[config.mk]
export PLATFORM = sky130hd
export DESIGN_NAME = fp_converter_i32_to_f32
export DESIGN_NICKNAME = d
export VERILOG_FILES = /design/src/rtl/fp_converter_i32_to_f32_pkg.sv /design/src/rtl/fp_converter_round_i32_to_f32.sv /design/src/rtl/fp_converter_i32_to_f32.sv
export SDC_FILE = /design/constraint.sdc
export NUM_CORES = 1
export LEC_CHECK = 0
export BUFFER_PORTS_ARGS = -buffer_cell sky130_fd_sc_hd__buf_2
export CAP_MARGIN = 20
export CELL_PAD_IN_SITES_DETAIL_PLACEMENT = 1
export CELL_PAD_IN_SITES_GLOBAL_PLACEMENT = 1
export CORE_MARGIN = 4
export CORE_UTILIZATION = 40
export DETAILED_ROUTE_END_ITERATION = 10
export HOLD_SLACK_MARGIN = 0.06
export PLACE_DENSITY_LB_ADDON = 0.25
export RECOVER_POWER = 100
export SLEW_MARGIN = 20
export SYNTH_ARGS = -nofsm -noshare
export SYNTH_HDL_FRONTEND = slang
export SYNTH_SLANG_ARGS = --single-unit
[constraint.sdc]
create_clock -name clk -period 3.17 [get_ports clk]
set_input_delay 0.634 -clock clk [delete_from_list [all_inputs] [get_ports clk]]
set_output_delay 0.634 -clock clk [all_outputs]
set_load 0.02 [all_outputs]
[src/rtl/fp_converter_i32_to_f32_pkg.sv]
// Shared types and constants for the int32 -> fp32 converter.
// Holds the command encodings, rounding modes, fflags layout and converter state.
package fp_converter_i32_to_f32_pkg;

    typedef enum logic [1:0] {
        FpConverterCommand_S_W  = 2'd0,
        FpConverterCommand_S_WU = 2'd1
    } FpConverterCommand;

    typedef enum logic [1:0] {
        IDLE  = 2'd0,
        NORM  = 2'd1,
        ROUND = 2'd2
    } cvt_state_e;

    localparam logic [2:0] FRM_RNE = 3'd0;
    localparam logic [2:0] FRM_RTZ = 3'd1;
    localparam logic [2:0] FRM_RDN = 3'd2;
    localparam logic [2:0] FRM_RUP = 3'd3;
    localparam logic [2:0] FRM_RMM = 3'd4;

    // Exponent of a value whose leading one sits at bit 31 of the magnitude.
    localparam logic [7:0] FP32_BIAS_PLUS_31 = 8'd158;

    typedef struct packed {
        logic nv;
        logic dz;
        logic of;
        logic uf;
        logic nx;
    } fflags_t;

endpackage

[src/rtl/fp_converter_round_i32_to_f32.sv]
// Combinational rounding of a normalized 32-bit magnitude into a packed fp32.
// A zero magnitude yields +0 with no inexact flag.
module fp_converter_round_i32_to_f32
    import fp_converter_i32_to_f32_pkg::*;
(
    input  logic        sign,
    input  logic [7:0]  exp,
    input  logic [31:0] mag,
    input  logic [2:0]  rm,
    output logic [31:0] fp,
    output logic        inexact
);

    logic [23:0] mant;
    logic        g;
    logic        r;
    logic        s;
    logic        inc;
    logic [24:0] sum;
    logic [23:0] mant_r;
    logic [7:0]  exp_r;

    always_comb begin
        mant    = mag[31:8];
        g       = mag[7];
        r       = mag[6];
        s       = |mag[5:0];
        inexact = g | r | s;

        case (rm)
            FRM_RTZ: inc = 1'b0;
            FRM_RDN: inc = sign & inexact;
            FRM_RUP: inc = ~sign & inexact;
            FRM_RMM: inc = g;
            default: inc = g & (r | s | mant[0]);
        endcase

        sum = {1'b0, mant} + {24'd0, inc};
        if (sum[24]) begin
            mant_r = 24'h800000;
            exp_r  = exp + 8'd1;
        end else begin
            mant_r = sum[23:0];
            exp_r  = exp;
        end

        // Only a zero operand reaches here without its hidden bit set; mask it to +0.
        fp = {sign, exp_r, mant_r[22:0]} & {32{mant_r[23]}};
    end

endmodule

[src/rtl/fp_converter_i32_to_f32.sv]
// Multi-cycle FCVT.S.W / FCVT.S.WU: captures an int32, normalizes up to NORM_STEP
// bits per cycle, rounds per the resolved RISC-V mode and pulses outValid.
module fp_converter_i32_to_f32
    import fp_converter_i32_to_f32_pkg::*;
#(
    parameter int NORM_STEP = 4
) (
    input  logic              clk,
    input  logic              rst,
    input  logic              kill,
    input  logic              inValid,
    output logic              inReady,
    input  FpConverterCommand command,
    input  logic [2:0]        roundingMode,
    input  logic [31:0]       intSrc,
    output logic              outValid,
    output logic [31:0]       fpResult,
    output fflags_t           flags
);

    cvt_state_e  state_q, state_d;
    logic        sign_q, sign_d;
    logic [31:0] mag_q, mag_d;
    logic [7:0]  exp_q, exp_d;
    logic [2:0]  rm_q, rm_d;
    logic        out_valid_q, out_valid_d;
    logic [31:0] fp_result_q, fp_result_d;
    fflags_t     flags_q, flags_d;

    logic [31:0] round_fp;
    logic        round_inexact;

    fp_converter_round_i32_to_f32 u_round (
        .sign    (sign_q),
        .exp     (exp_q),
        .mag     (mag_q),
        .rm      (rm_q),
        .fp      (round_fp),
        .inexact (round_inexact)
    );

    always_comb begin
        state_d     = state_q;
        sign_d      = sign_q;
        mag_d       = mag_q;
        exp_d       = exp_q;
        rm_d        = rm_q;
        out_valid_d = 1'b0;
        fp_result_d = fp_result_q;
        flags_d     = flags_q;

        if (kill) begin
            state_d = IDLE;
        end else begin
            case (state_q)
                IDLE: begin
                    if (inValid) begin
                        sign_d  = (command == FpConverterCommand_S_W) && intSrc[31];
                        mag_d   = sign_d ? (~intSrc + 32'd1) : intSrc;
                        exp_d   = FP32_BIAS_PLUS_31;
                        rm_d    = roundingMode;
                        state_d = (mag_d == '0) ? ROUND : NORM;
                    end
                end
                NORM: begin
                    if (mag_q[31]) begin
                        state_d = ROUND;
                    end else if (mag_q[31 -: NORM_STEP] == '0) begin
                        mag_d = mag_q << NORM_STEP;
                        exp_d = exp_q - 8'(NORM_STEP);
                    end else begin
                        mag_d = mag_q << 1;
                        exp_d = exp_q - 8'd1;
                    end
                end
                ROUND: begin
                    fp_result_d = round_fp;
                    flags_d     = '{nv: 1'b0, dz: 1'b0, of: 1'b0, uf: 1'b0, nx: round_inexact};
                    out_valid_d = 1'b1;
                    state_d     = IDLE;
                end
                default: state_d = IDLE;
            endcase
        end
    end

    always_ff @(posedge clk or posedge rst) begin
        if (rst) begin
            state_q     <= IDLE;
            sign_q      <= 1'b0;
            mag_q       <= '0;
            exp_q       <= '0;
            rm_q        <= '0;
            out_valid_q <= 1'b0;
            fp_result_q <= '0;
            flags_q     <= '0;
        end else begin
            state_q     <= state_d;
            sign_q      <= sign_d;
            mag_q       <= mag_d;
            exp_q       <= exp_d;
            rm_q        <= rm_d;
            out_valid_q <= out_valid_d;
            fp_result_q <= fp_result_d;
            flags_q     <= flags_d;
        end
    end

    assign inReady  = (state_q == IDLE) && !rst;
    assign outValid = out_valid_q;
    assign fpResult = fp_result_q;
    assign flags    = flags_q;

endmodule

==> parameters.txt <==
Parameter                              Value

Worst setup path
  Worst setup EP type ... flip-flop
  Classification of the worst setup path ... flip-flop to flip-flop
  Startpoint types ... flip-flop
  Cell with the largest stage delay on the worst path ... sky130_fd_sc_hd__dfrtp_1
  Largest fanout of any net on the critical path ... 4
  Ordered cell list for the critical path ... nor4_2, nand2_1, nor2_2, o31ai_1, a21oi_1, nor2_1, ha_1, ha_1, nand3_4, nor4_4, nand4_1, or3_1, xnor2_1, a22o_1
  Endpoint arrival time on the critical path ... 3.18 ns
  CP dominant cell by count ... sky130_fd_sc_hd__ha_1
  Critical path required time ... 3.40 ns
  Largest incremental delay on the critical path ... 0.41 ns

Cells and area
  Layout cells sized above 1 ... 16.1%
  # nets final ... 764
  Number of diodes added for antenna fixing ... 0
  Commonest non-fill, non-tap cell in the layout ... sky130_fd_sc_hd__nand2_1
  Area growth syn-to-layout ... 16.9%
  Leading cell types in the layout, fill and taps excluded ... sky130_fd_sc_hd__nand2_1 (99), sky130_fd_sc_hd__dfrtp_1 (80), sky130_fd_sc_hd__nor2_1 (48)

Routing
  DR vias ... 5015
  Via count normalized by instance count ... 5.59
  Post-route ant nets ... 0
  DRC Markers ... 0
  First-pass DRT Iterations ... 6
  Iter 0 DRT Violations ... 291
  Wirelength, routed ... 17.0 mm
  Per-cell routed wire length ... 19.0 µm

STA
  Highest attainable clock frequency ... 0.339 GHz
  Total count of hold-check failures in the final report ... 0
  Final Critical Period ... 2.95 ns
  Final setup margin ... 0.216 ns
  Setup-failing EPs final ... 0
  Part of the cycle the worst path needs ... 93.2%
  Post-Route Hold Slack ... 0.328 ns
  Worst setup skew after layout ... 0.00836 ns
  Worst-Margin Slew ... 1.74 ns
  Worst slew slack as a fraction of its limit ... -16.0%
  Setup repair after global routing missed its margin ... no
  Final Max Slew Viols ... 69

Power and ir drop
  Cell Pwr Density ... 731 nW/µm²
  Worst voltage drop across the vdd grid ... 272 µV
  Final Power ... 4.69 mW
  LEAKAGE ... 2.58 nW

Yosys
  Count of warnings emitted by yosys ... 0
  Number of flops mapped to enable cells by yosys ... 0
  Register area share after synthesis ... 36.5%
  Number of register bits inferred by synthesis ... 80
  Count of cell types in the netlist ... 66
  Most used DFF post-synth ... sky130_fd_sc_hd__dfrtp_1
  Cells after Synth ... 635
  Proportion of register bits with asynchronous set or reset after synthesis ... 100%
  Post-Synthesis Cell Area ... 5490 µm²
  Synthesized area per cell ... 8.64 µm²

Floorplan
  Overall die width ... 125 µm
  Number of standard-cell rows in the floorplan ... 42
  DIE AREA ... 15700 µm²
  Initial Utilization ... 41.1%
  Standard cell core area ... 13300 µm²
  Die Y-Extent ... 125 µm
  Ports placed on the boundary ... 80

Clock network
  Root buffer selected by CTS ... sky130_fd_sc_hd__clkbuf_16
  Clk Latency, worst-skew pair ... 0.34 ns
  Number of buffers inserted for hold repair after clock tree synthesis ... 0
  Sink Count ... 80
  H-tree level count ... 3
  Number of buffers between clock root and the deepest sink ... 2
  Clock-pin transition on the worst setup and hold timing paths ... 0.06 ns
  Number of clock buffers inserted by TritonCTS ... 9
  TritonCTS clock tree ... done

Placement
  Worst setup slack after placement ... -0.00435 ns
  PortBufs ... 75
  Gpl congestion ... 0.875
  Detail Placement HPWL ... 13.1 mm

Hold path
  Worst Hold Class ... primary input to asynchronous set/reset pin

Run
  Max-cap violations ... 1

GRT
  Via count of the first global-routing pass ... 5360
  Global-route wire length before repair ... 28.0 mm
  Gr ovfl total ... 0
  Global-route total usage across every layer ... 21.8%
  Largest net degree at the start of global routing ... 69
  Antenna violations before repair ... 0

Status
  Run status ... complete, but fails checks
  Violated checks ... max-capacitance violations, max-slew violations
-- worst paths after layout --
path	from	slack (ns)	end	depth (start not counted)
hold / removal	rst	0.33	fpResult[14]	2
setup / recovery	mag_q[5]	0.22	fpResult[28]	14
max in group asynchronous	rst	0.80	rm_q[2]	3
min in group clk	fpResult[3]	0.48	fpResult[3]	2
hold reg to reg	fpResult[3]	0.48	fpResult[3]	2
setup reg to reg	mag_q[5]	0.22	fpResult[28]	14
-- sequential cells by signal, indices dropped and copies added, names as in the netlist --
register / count
mag_q: 32
state_q: 2
fpResult: 32
exp_q: 8
sign_q: 1
flags: 1
rm_q: 3
outValid: 1
-- synth_stat cells, types with 6 or more instances --
| library cell | n | share of area [%] |
|---|---|---|
| sky130_fd_sc_hd__or3_1 | 9 | 1.0 |
| sky130_fd_sc_hd__clkbuf_1 | 37 | 2.5 |
| sky130_fd_sc_hd__mux2i_1 | 27 | 4.9 |
| sky130_fd_sc_hd__and3_1 | 6 | 0.68 |
| sky130_fd_sc_hd__dfrtp_1 | 80 | 36 |
| sky130_fd_sc_hd__o221ai_1 | 21 | 3.4 |
| sky130_fd_sc_hd__nand2_1 | 99 | 6.8 |
| sky130_fd_sc_hd__nand4_1 | 11 | 1.3 |
| sky130_fd_sc_hd__inv_1 | 15 | 1.0 |
| sky130_fd_sc_hd__xor2_1 | 29 | 4.6 |
| sky130_fd_sc_hd__o21ai_0 | 49 | 4.5 |
| sky130_fd_sc_hd__o31ai_1 | 10 | 1.4 |
| sky130_fd_sc_hd__nor3_1 | 22 | 2.0 |
| sky130_fd_sc_hd__nand3_1 | 16 | 1.5 |
| sky130_fd_sc_hd__nor4_1 | 9 | 1.0 |
| sky130_fd_sc_hd__a21oi_1 | 13 | 1.2 |
| sky130_fd_sc_hd__ha_1 | 7 | 1.6 |
| sky130_fd_sc_hd__xnor2_1 | 34 | 5.4 |
| sky130_fd_sc_hd__nor2_1 | 49 | 3.4 |
-- where the power goes --
| group | leakage (nW) | internal (mW) | switching [mW] |
|---|---|---|---|
| sequential | 1.01 | 1.43 | 0.518 |
| combinational | 1.44 | 0.709 | 1.09 |
| clock | 0.130 | 0.550 | 0.396 |
| total | 2.58 | 2.69 | 2.00 |
-- cells by family (layout without fill, tap and decap cells) --
group | Yosys count | count (layout) | synth area share [%]
other cells | 1 | 4 | 0.0684
fa+ha+maj | 7 | 7 | 1.60
simple gates | 255 | 255 | 23.7
buf+inv | 64 | 147 | 5.18
mux | 30 | 30 | 5.59
compound gates | 135 | 135 | 17.3
flops | 80 | 80 | 36.5
xor+xnor | 63 | 63 | 10.1
-- routing by layer --
layer | up-vias | global-route usage [%] | routed length, µm
li1 | 2444 | - | -
met5 | - | 0 | 0
met4 | 0 | 6.57 | 314
met1 | 2457 | 28.8 | 7850
met2 | 93 | 37.3 | 8310
met3 | 21 | 2.73 | 536
-- area by class of cell --
| class | count | area, µm² |
|---|---|---|
| multi-input combinational | 494 | 3240 |
| timing repair buffer | 116 | 624 |
| clock inverter | 3 | 17.5 |
| sequential | 80 | 2000 |
| inverter | 15 | 56.3 |
| clock buffer | 13 | 250 |
| fill | 1621 | 6940 |
| tap | 176 | 220 |
-- through the flow --
| stage | instance area [µm²] | instances | util, % | TNS [ns] |
|---|---|---|---|---|
| 2_1_floorplan | 5500 | 638 | - | 0 |
| 3_3_place_gp | 6200 | 879 | 46.5 | 0 |
| 3_5_place_dp | 6200 | 879 | 46.5 | -0.00435 |
| 4_1_cts | 6480 | 895 | 48.5 | 0 |
| 5_1_grt | 6410 | 897 | 48.0 | 0 |
| 6_report | 6410 | 897 | 48.0 | 0 |
-- critical path: cells and delay by family, from the launching register on --
kind,cells,cell delay [ns]
XOR/XNOR,1,0.14
AND/OR/NAND/NOR,8,1.33
AO/OA/AOI/OAI,3,0.53
adder cells (fa/ha/maj),2,0.44
flip-flops,1,0.41
-- repair_timing --
item                       CTS  global route
setup buffers                0             1
cloned                       0             1
setup endpoints to repair    2            32
pin swaps                    0             1
resized for setup            1            15
(Power assumes the default switching activity.)
